--- config.mk ---
export PLATFORM = sky130hd
export DESIGN_NAME = pipe_skid_reg
export DESIGN_NICKNAME = d
export VERILOG_FILES = /design/src/rtl/pipe_skid_reg.sv
export SDC_FILE = /design/constraint.sdc
export NUM_CORES = 1
export LEC_CHECK = 0
export CORE_MARGIN = 3
export CORE_UTILIZATION = 53
export DETAILED_ROUTE_END_ITERATION = 6
export MAX_ROUTING_LAYER = met4
export PLACE_DENSITY = 0.85
export SLEW_MARGIN = 20
export SYNTH_ARGS = -nofsm -noshare
export SYNTH_HDL_FRONTEND = slang
export SYNTH_SLANG_ARGS = --single-unit
--- constraint.sdc ---
create_clock -name clk -period 4.4 [get_ports clk]
set_input_delay 0.88 -clock clk [delete_from_list [all_inputs] [get_ports clk]]
set_output_delay 0.88 -clock clk [all_outputs]
set_load 0.1 [all_outputs]
--- src/rtl/pipe_skid_reg.sv ---
// Two-entry skid register slice (main + skid); flush port and logic exist only with SKID_FLUSH_EN.
// Latency: 1 cycle from input transfer to out_valid when empty; strict FIFO order.
// Backpressure: in_ready is decoded from registered state only, so out_ready never reaches it combinationally.
module pipe_skid_reg #(
    parameter int                   BIT_WIDTH   = 32,
    parameter logic [BIT_WIDTH-1:0] RESET_VALUE = '0
) (
    input  logic                 clk,
    input  logic                 reset,
`ifdef SKID_FLUSH_EN
    input  logic                 flush,
`endif
    input  logic                 in_valid,
    output logic                 in_ready,
    input  logic [BIT_WIDTH-1:0] dataIn,
    output logic                 out_valid,
    input  logic                 out_ready,
    output logic [BIT_WIDTH-1:0] dataOut,
    output logic [1:0]           count
);

    typedef enum logic [1:0] {
        EMPTY = 2'd0,
        ONE   = 2'd1,
        FULL  = 2'd2
    } state_t;

    state_t               state;
    state_t               stateNext;
    logic [BIT_WIDTH-1:0] mainReg;
    logic [BIT_WIDTH-1:0] mainNext;
    logic [BIT_WIDTH-1:0] skidReg;
    logic [BIT_WIDTH-1:0] skidNext;
    logic                 inXfer;
    logic                 outXfer;
    logic                 flushNow;

`ifdef SKID_FLUSH_EN
    assign flushNow = flush;
`else
    assign flushNow = 1'b0;
`endif

    assign inXfer  = in_valid && in_ready;
    assign outXfer = out_valid && out_ready;
    assign dataOut = mainReg;

    always_comb begin
        in_ready  = 1'b0;
        out_valid = 1'b0;
        count     = 2'd0;
        case (state)
            EMPTY: begin
                in_ready = 1'b1;
            end
            ONE: begin
                in_ready  = 1'b1;
                out_valid = 1'b1;
                count     = 2'd1;
            end
            FULL: begin
                out_valid = 1'b1;
                count     = 2'd2;
            end
            default: begin
                in_ready = 1'b0;
            end
        endcase
    end

    always_comb begin
        stateNext = state;
        mainNext  = mainReg;
        skidNext  = skidReg;
        case (state)
            EMPTY: begin
                if (inXfer) begin
                    stateNext = ONE;
                    mainNext  = dataIn;
                end
            end
            ONE: begin
                if (inXfer && outXfer) begin
                    mainNext = dataIn;
                end else if (inXfer) begin
                    stateNext = FULL;
                    skidNext  = dataIn;
                end else if (outXfer) begin
                    stateNext = EMPTY;
                end
            end
            FULL: begin
                if (outXfer) begin
                    stateNext = ONE;
                    mainNext  = skidReg;
                end
            end
            default: begin
                stateNext = EMPTY;
            end
        endcase
        // Flush discards everything, including any transfer in the same cycle.
        if (flushNow) begin
            stateNext = EMPTY;
            mainNext  = RESET_VALUE;
            skidNext  = RESET_VALUE;
        end
    end

    always_ff @(posedge clk) begin
        if (reset) begin
            state   <= EMPTY;
            mainReg <= RESET_VALUE;
            skidReg <= RESET_VALUE;
        end else begin
            state   <= stateNext;
            mainReg <= mainNext;
            skidReg <= skidNext;
        end
    end

endmodule
==> summary.md, run 1 <==
| Metric | Value |
|---|---|
| Status | complete, no violations |
| Power per cell area | 845 mW/mm^2 |
| Final Core Density | 73.0% |
| Synth Net Count | 350 |
| WL per Instance | 13.8 um |
| Vias per inst | 5.32 |
| Maximum vdd ir drop | 511 uV |
| Die Y | 79.7 um |
| Peak Freq | 309 MHz |
| Initial core utilization | 55.7% |
| Adder-Cell Fraction of Synth Area | 2.17% |
| Netlist cell types | 26 |
| Top post-synthesis cells by area | dfxtp_1, a211oi_2, mux2i_1, nand2_1, a21oi_1 |
| GRT overflow | 0 |
| Overall Global Routing Usage | 20.9% |
| Core Rows | 26 |
| CTS tree | built |
| Crit path largest cell delay | 1.12 ns |
| Post-synthesis cell type with the largest combined area | dfxtp_1 |
| Via count | 2376 |
| Initial antenna violation count | 0 |
| Commonest non-fill, non-tap cell in the layout | clkdlybuf4s50_1 |
| Mean Syn Cell Area | 9.32 um^2 |
| EDFF count, synth | 0 |
| Full die area | 0.00635 mm^2 |
| DRC | 0 |
| Most frequent cells in the layout | clkdlybuf4s50_1, nand2_1, dfxtp_1, nor2_1 |
| RSZ-0062 raised after global routing | no |
| ANT cells | 0 |
| First-pass GRT wire length | 10200 um |
| Final wirelength | 6170 um |
| Mapped Area | 0.00288 mm^2 |
| Die Wd | 79.7 um |
| Max Root-Sink Buffers | 2 |
| Slew margin rel. | 33.2% |
| Syn Inst Count | 309 |
| Main combinational cell family by area after synthesis | compound AO/OA/AOI/OAI gates |
| Boundary pin count | 72 |
| Worst path required time | 3.52 ns |
| Post-Synth XOR/XNOR Area | 0% |
| FF+latch count, synth | 66 |
| Post-CTS sizing | 0 |
| Final hold vios | 0 |
| First DRT Iteration DRCs | 131 |
| Tmin final | 3.24 ns |
| Routability cong. | 0.790 |
| Clk slew on worst S/H paths | 0.07 ns |
| Slew @ Worst Pin | 0.998 ns |
| Post-CTS Setup Inserts | 0 |
| Syn. warnings | 0 |
| Period utilization | 73.7% |
| CTS root buf | clkbuf_8 |
| Pre-antenna DRT Iters | 4 |
| PnR worst setup slack | 1.16 ns |
| Hold Buf Count CTS | 0 |
| Post-route ant nets | 0 |
| Max_cap viols | 0 |
| Leakage | 0.00130 uW |
| Largest net degree at the start of global routing | 57 |
| Clock skew | 0.00517 ns |
| IO Port Bufs | 71 |
| TritonCTS buffer count | 9 |
| Setup tns final | 0 ns |
| Data arrival, critical path | 2.36 ns |
| Fin nets | 414 |
| # H-tree levels | 3 |
| Setup crit end kind | primary output |
| Slowest stage cell on the critical path | clkdlybuf4s50_1 |
| Crit path kind | reg2out |
| # setup viols final | 0 |
| Worst setup SP type | flip-flop |
| Area delta synth->final | 31.2% |
| Layout cells sized above 1 | 14.1% |
| TritonCTS Sinks | 66 |
| Post-DP HPWL | 4020 um |
| Post-synthesis sequential area ratio | 45.9% |
| Crit path cell chain | inv_1, ha_1, or2_2, clkdlybuf4s50_1 |
| Synth Area in Compound Gates | 20.9% |
| Post-Place Setup Slack | 1.37 ns |
| Clk_lat worst skew | 0.32 ns |
| Hold Crit Class | reg2reg |
| Core Area | 0.00517 mm^2 |
| Mux share of post-synthesis cell area | 11.1% |
| Async S/R FF share, synth | 0% |
| Simple-gate share of the synthesized area | 15.4% |
| Most used DFF post-synth | dfxtp_1 |
| Crit path max fanout | 6 |
| Top-area cell type share of the netlist area | 45.9% |
| Max-slew violations | 0 |
| Vias in the first global route | 2257 |
==> report_power, final <==
part / switching [uW] / internal (uW) / leakage [uW]
logic: 1410 / 493 / 0.000665
clock network: 211 / 230 / 0.0000920
registers: 89.7 / 758 / 0.000542
total: 1710 / 1480 / 0.00130
==> sequential cells by signal (all words and copies together), names as in the netlist <==
register	flops
dataOut	32
state	2
skidReg	32
==> area by class of cell <==
cell class | count | area, um^2
Sequential cell | 66 | 1320
Multi-Input combinational cell | 218 | 1440
Timing Repair Buffer | 76 | 756
Inverter | 2 | 7.51
Clock buffer | 12 | 155
Clock inverter | 3 | 15.0
Tap cell | 70 | 87.6
Fill cell | 394 | 1400
==> worst max-delay path, delay by kind of cell (launching register included) <==
kind	cells	cell delay, ns
adder cells (fa/ha/maj)	1	0.31
buffers and inverters	2	1.25
flip-flops	1	0.33
AND/OR/NAND/NOR	1	0.16
==> stage by stage <==
stage | hold WS (ns) | std cells | cell area [um^2] | total power (uW)
after floorplan | 0.436 | 309 | 2880 | 2400
after global placement | 0.441 | 432 | 3610 | 2740
after detailed placement | 0.447 | 432 | 3610 | 2770
after CTS | 0.457 | 447 | 3780 | 3210
after global routing | 0.470 | 447 | 3780 | 3340
final | 0.457 | 447 | 3780 | 3190
==> layer usage <==
metal	up-vias	global-route usage [%]	wire length, um
met2	56	32.9	2820
li1	1185	-	-
met4	0	9.28	63
met3	8	3.95	269
met5	-	-	0
met1	1127	26.1	3010
==> Yosys cell counts, drive strengths merged (2+ instances only) <==
library cell	number
buf	7
or2	2
nand3	2
clkbuf	16
a211oi	32
a21oi	33
nor2	34
dfxtp	66
ha	5
inv	2
nand2b	2
nand2	66
mux2i	32
==> final timing paths <==
check / startpoint / to / slack [ns] / cells after the start
setup / recovery: state[1]$_SDFFE_PP0P_ / in_ready / 1.16 / 4
hold / removal: skidReg[6]$_SDFFE_PP0P_ / skidReg[6]$_SDFFE_PP0P_ / 0.46 / 2
setup reg to reg: state[0]$_SDFFE_PP0P_ / dataOut[15]$_SDFFE_PP0P_ / 1.81 / 8
hold reg to reg: skidReg[6]$_SDFFE_PP0P_ / skidReg[6]$_SDFFE_PP0P_ / 0.46 / 2
==> kinds of logic after synthesis <==
kind of cell / count (synthesis)
AO/OA/AOI/OAI: 70
adder cells (fa/ha/maj): 5
buffers and inverters: 25
flip-flops: 66
multiplexers: 32
AND/OR/NAND/NOR: 111
(Power assumes the default switching activity.)
==> run 2: changes to the inputs <==
- CORE_UTILIZATION: 53 -> 44
- PLACE_DENSITY: 0.85 -> 0.76
- clock period: 4.4 -> 2.9 ns (I/O delays scaled with it)
==> run 2 against run 1 <==
Sequential cell count unchanged. First-iteration DRC count decreased by 11%. Design area decreased by 0.56%. Highest routed layer unchanged. Die area increased by 19%. Largest power group unchanged. Routed wire length increased by 5.0%. Combinational power increased by 51%. Core utilization decreased by 12 points. Worst hold slack got worse by 0.0040 ns. Global-route usage decreased by 2.2 points. Count of clock-buffer cells in the layout increased by 2. Clock skew increased by 0.0020 ns. Non-clock buffer count increased by 3.
==> summary.md, run 2 (same netlist as run 1, synthesis figures left out) <==
| Metric | Value |
|---|---|
| Status | complete, no violations |
| Final Non-Filler Cells | 456 (+2.0%) |
| Crit path kind | reg2out |
| Period utilization | 75.7% |
| Peak Freq | 456 MHz |
| TritonCTS buffer count | 9 (unchanged) |
| Overall Global Routing Usage | 18.7% (-2.2 points) |
| WL per Instance | 14.2 um (+2.9%) |
| Die Wd | 86.9 um (+9.0%) |
| Post-CTS sizing | 0 (unchanged) |
| Setup crit end kind | primary output |
| Boundary pin count | 72 (unchanged) |
| GRT overflow | 0 (unchanged) |
| Final hold vios | 0 (unchanged) |
| Vias in the first global route | 2325 (+3.0%) |
| Seq. cell area | 0.00132 mm^2 (unchanged) |
| Post-Place Setup Slack | 0.417 ns (-0.956 ns) |
| Placed cell count | 440 (+1.9%) |
| Most frequent cells in the layout | nand2_1, dfxtp_1, buf_4, nor2_1, clkdlybuf4s50_1 |
| Die Y | 86.9 um (+9.0%) |
| Post-route ant nets | 0 (unchanged) |
| Core Area | 0.00613 mm^2 (+19%) |
| IO Port Bufs | 71 (unchanged) |
| Layout cells sized above 1 | 23.9% (+9.8 points) |
| Setup tns final | 0 ns (unchanged) |
| Power per cell area | 1310 mW/mm^2 (+56%) |
| PnR worst setup slack | 0.706 ns (-0.453 ns) |
| ANT cells | 0 (unchanged) |
| Area delta synth->final | 30.5% |
| First-pass GRT wire length | 10800 um (+6.6%) |
| Tmin final | 2.19 ns |
| Slew margin rel. | 71.0% (+38 points) |
| Post-DP HPWL | 4200 um (+4.6%) |
| Max_cap viols | 0 (unchanged) |
| Leakage | 0.00138 uW (+6.4%) |
| DRC | 0 (unchanged) |
| Routability cong. | 0.819 (+3.6%) |
| # setup viols final | 0 (unchanged) |
| First DRT Iteration DRCs | 117 (-11%) |
| Via count | 2363 (-0.55%) |
| Pre-antenna DRT Iters | 4 (unchanged) |
| Hold Buf Count CTS | 0 (unchanged) |
| Max Root-Sink Buffers | 2 (unchanged) |
| Largest net degree at the start of global routing | 35 (-39%) |
| Clk slew on worst S/H paths | 0.06 ns (about the same) |
| Full die area | 0.00755 mm^2 (+19%) |
| Post-CTS Setup Inserts | 0 (unchanged) |
| Maximum vdd ir drop | 1010 uV (+98%) |
| RSZ-0062 raised after global routing | no |
| TritonCTS Sinks | 66 (unchanged) |
| CTS tree | built |
| Vias per inst | 5.18 (-2.5%) |
| Filler cells | 523 (+33%) |
| Crit path max fanout | 6 (unchanged) |
| Max-slew violations | 0 (unchanged) |
| CTS root buf | clkbuf_8 |
| Hold Crit Class | reg2reg |
| Final wirelength | 6470 um (+5.0%) |
| Multi-input logic area | 0.00144 mm^2 (unchanged) |
| Slew @ Worst Pin | 0.435 ns (-0.564 ns) |
| Clock skew | 0.00718 ns (+0.00202 ns) |
| Initial antenna violation count | 0 (unchanged) |
| Initial core utilization | 47.0% (-8.7 points) |
| # H-tree levels | 3 (unchanged) |
| Core Rows | 28 (+7.7%) |
| Fin nets | 417 (+0.72%) |
| Clk_lat worst skew | 0.33 ns (about the same) |
| Worst setup SP type | flip-flop |
| Worst path required time | 2.32 ns (-1.20 ns) |
| Data arrival, critical path | 1.61 ns (-0.75 ns) |
[run 2: critical path, cell delays in order (launching register included)]
cell and delay, ns:
dfxtp_1 0.36, inv_1 0.10, ha_1 0.28, or2_2 0.32
buf_4 0.23
[run 2: power by group]
group	total (uW)	switching (uW)	internal [uW]
registers	1290	139	1150
logic	2870	2160	714
clock network	777	332	445
total	4940	2630	2310
[run 2: worst paths after layout]
path | startpoint | end | slack (ns) | cells after the start
setup reg to reg | state[0]$_SDFFE_PP0P_ | dataOut[8]$_SDFFE_PP0P_ | 0.72 | 7
hold reg to reg | skidReg[3]$_SDFFE_PP0P_ | skidReg[3]$_SDFFE_PP0P_ | 0.45 | 2
setup / recovery | state[1]$_SDFFE_PP0P_ | in_ready | 0.71 | 4
hold / removal | skidReg[3]$_SDFFE_PP0P_ | skidReg[3]$_SDFFE_PP0P_ | 0.45 | 2
[run 2: area by class of cell]
| cell class | instances | share of cell area (%) |
|---|---|---|
| flip-flops and latches | 66 | 35.2 |
| well taps | 75 | 2.50 |
| clock inverters | 2 | 0.933 |
| multi-input cells | 218 | 38.2 |
| clock buffers | 14 | 4.33 |
| inverters | 2 | 0.200 |
| repair buffers | 79 | 18.7 |
[run 2: per-layer routing]
metal	global-route usage, %	vias up	share of wire [%]
met5	-	-	0
met4	6.80	0	0.70
met3	3.31	4	5.5
met2	29.8	61	48
met1	23.6	1102	46
li1	-	1196	-
[run 2: stage by stage]
stage / cell area [um^2] / utilization, % / power [uW] / hold WS (ns)
6_report: 3760 / 61.3 / 4940 / 0.453
2_1_floorplan: 2880 / - / 3640 / 0.436
5_1_grt: 3760 / 61.3 / 5180 / 0.470
3_5_place_dp: 3560 / 58.0 / 4190 / 0.446
4_1_cts: 3760 / 61.3 / 4980 / 0.455
3_3_place_gp: 3560 / 58.0 / 4150 / 0.441
==> run 3: changes to the inputs <==
- clock period: 2.9 -> 1.8 ns (I/O delays scaled with it)
==> run 3 against run 2 <==
The run now ends with negative setup slack left. Sequential cell count is the same. Global-route usage grew 2.4 points. Routed wire length grew 19%. Final cell count grew 5.3%. Register-to-register slack lost 0.73 ns. Critical endpoint is now dataOut[3]$_SDFFE_PP0P_. Highest routed layer unchanged.
==> summary.md, run 3 (same netlist as run 1, synthesis figures left out) <==
| Metric | Value |
|---|---|
| Status | finished, violations left |
| Violated checks | negative setup slack |
| Vias in the first global route | 2620 (+13%) |
| Setup tns final | -0.00808 ns (-0.00808 ns) |
| Layout cells sized above 1 | 35.1% (+11 points) |
| Crit path cell chain | inv_4, ha_4, nor2b_2, a2111oi_4, buf_6, buf_12, nor2_1, a211oi_2 |
| Data arrival, critical path | 2.06 ns (+0.45 ns) |
| Initial core utilization | 47.0% (unchanged) |
| First DRT Iteration DRCs | 124 (+6.0%) |
| Crit path largest cell delay | 0.36 ns (about the same) |
| Die Y | 86.9 um (unchanged) |
| GRT overflow | 0 (unchanged) |
| Clk_lat worst skew | 0.34 ns (about the same) |
| DRC | 0 (unchanged) |
| Post-route ant nets | 0 (unchanged) |
| Final hold vios | 0 (unchanged) |
| ANT cells | 0 (unchanged) |
| PnR worst setup slack | -0.00701 ns (-0.713 ns) |
| Max-slew violations | 0 (unchanged) |
| Routability cong. | 0.748 (-8.6%) |
| Initial antenna violation count | 0 (unchanged) |
| Commonest non-fill, non-tap cell in the layout | nand2_1 |
| CTS root buf | clkbuf_8 |
| Boundary pin count | 72 (unchanged) |
| Crit path max fanout | 12 (+6) |
| Max_cap viols | 0 (unchanged) |
| # setup viols final | 2 (+2) |
| TritonCTS Sinks | 66 (unchanged) |
| RSZ-0062 raised after global routing | yes |
| Clock skew | 0.00939 ns (+0.00221 ns) |
| Die Wd | 86.9 um (unchanged) |
| Final wirelength | 7720 um (+19%) |
| Tmin final | 1.81 ns |
| Via count | 2567 (+8.6%) |
| Crit path kind | reg2reg |
| CP Buf/Inv Count | 3 (+1) |
| Area delta synth->final | 63.0% |
| Largest net degree at the start of global routing | 52 (+49%) |
| WL per Instance | 16.1 um (+13%) |
| Period utilization | 100% |
| Slew margin rel. | 70.8% (-0.18 points) |
| Overall Global Routing Usage | 21.1% (+2.4 points) |
| CP top delay family | compound AO/OA/AOI/OAI gates |
| Clk slew on worst S/H paths | 0.08 ns (+0.02 ns) |
| Leakage | 0.00171 uW (+24%) |
| First-pass GRT wire length | 12100 um (+11%) |
| Setup crit end kind | flip-flop |
| Worst path required time | 2.05 ns (-0.27 ns) |
| Pre-antenna DRT Iters | 4 (unchanged) |
| Core Rows | 28 (unchanged) |
| Fin area | 0.00469 mm^2 (+25%) |
| Worst setup SP type | flip-flop |
| Power per cell area | 2180 mW/mm^2 (+66%) |
| TritonCTS buffer count | 9 (unchanged) |
| Full die area | 0.00755 mm^2 (unchanged) |
| IO Port Bufs | 71 (unchanged) |
| Filler cells | 387 (-26%) |
| Fin nets | 441 (+5.8%) |
| Maximum vdd ir drop | 1480 uV (+46%) |
| Most frequent cells in the layout | nand2_1, dfxtp_1, buf_12, clkdlybuf4s50_1 |
| Post-DP HPWL | 4790 um (+14%) |
| CTS tree | built |
| Slew @ Worst Pin | 0.437 ns (+0.00276 ns) |
| Max Root-Sink Buffers | 2 (unchanged) |
| Core Area | 0.00613 mm^2 (unchanged) |
| Peak Freq | 553 MHz |
| Hold Crit Class | in2reg |
| # H-tree levels | 3 (unchanged) |
| Vias per inst | 5.35 (+3.2%) |
| Slowest stage cell on the critical path | dfxtp_2 |
| Placed Area | 0.00422 mm^2 (+18%) |
## run 3: per-stage QoR
step                      total power (uW)  worst slack, ns  hold WS [ns]  instances  utilization, %
after floorplan                       5950           -0.327         0.436        309               -
after global placement                7910           -0.337         0.441        454            68.8
after detailed placement              8020           -0.395         0.449        454            68.8
after CTS                             9890          0.00181         0.436        472            74.1
after global routing                 10600          -0.0923         0.470        480            76.6
final                                10200         -0.00701         0.456        480            76.6
## run 3: timing repair
action,CTS,global route
hold buffers,0,0
pin swaps,1,4
setup buffers,1,6
endpoints found under the setup margin,25,34
resized for setup,9,17
cloned,1,2
## run 3: cell type report
type | instances | area [um^2] | share of cell area, %
clock buffers | 9 | 124 | 2.64
clock inverters | 7 | 141 | 3.01
inverters | 2 | 12.5 | 0.267
multi-input cells | 218 | 1550 | 33.0
flip-flops and latches | 66 | 1330 | 28.3
well taps | 75 | 93.8 | 2.00
repair buffers | 103 | 1450 | 30.8
## run 3: path summary, 6_finish.rpt
path / slack (ns) / depth (start not counted) / endpoint / from
setup reg to reg: -0.007 / 8 / dataOut[3]$_SDFFE_PP0P_ / state[1]$_SDFFE_PP0P_
hold / removal: 0.46 / 2 / skidReg[0]$_SDFFE_PP0P_ / reset
setup / recovery: -0.007 / 8 / dataOut[3]$_SDFFE_PP0P_ / state[1]$_SDFFE_PP0P_
hold reg to reg: 0.46 / 2 / skidReg[4]$_SDFFE_PP0P_ / skidReg[4]$_SDFFE_PP0P_
## run 3: report_power, final
| group | switching, uW | internal, uW |
|---|---|---|
| Clock | 583 | 1060 |
| Combinational | 3810 | 2530 |
| Sequential | 391 | 1860 |
| Total | 4790 | 5450 |
## run 3: per-layer routing
metal  vias up  wire (um)  track usage [%]
met5         -          0                -
met4         0        122             7.65
met3         8        383             5.11
met2        67       4060             35.1
met1      1247       3150             24.7
li1       1245          -                -
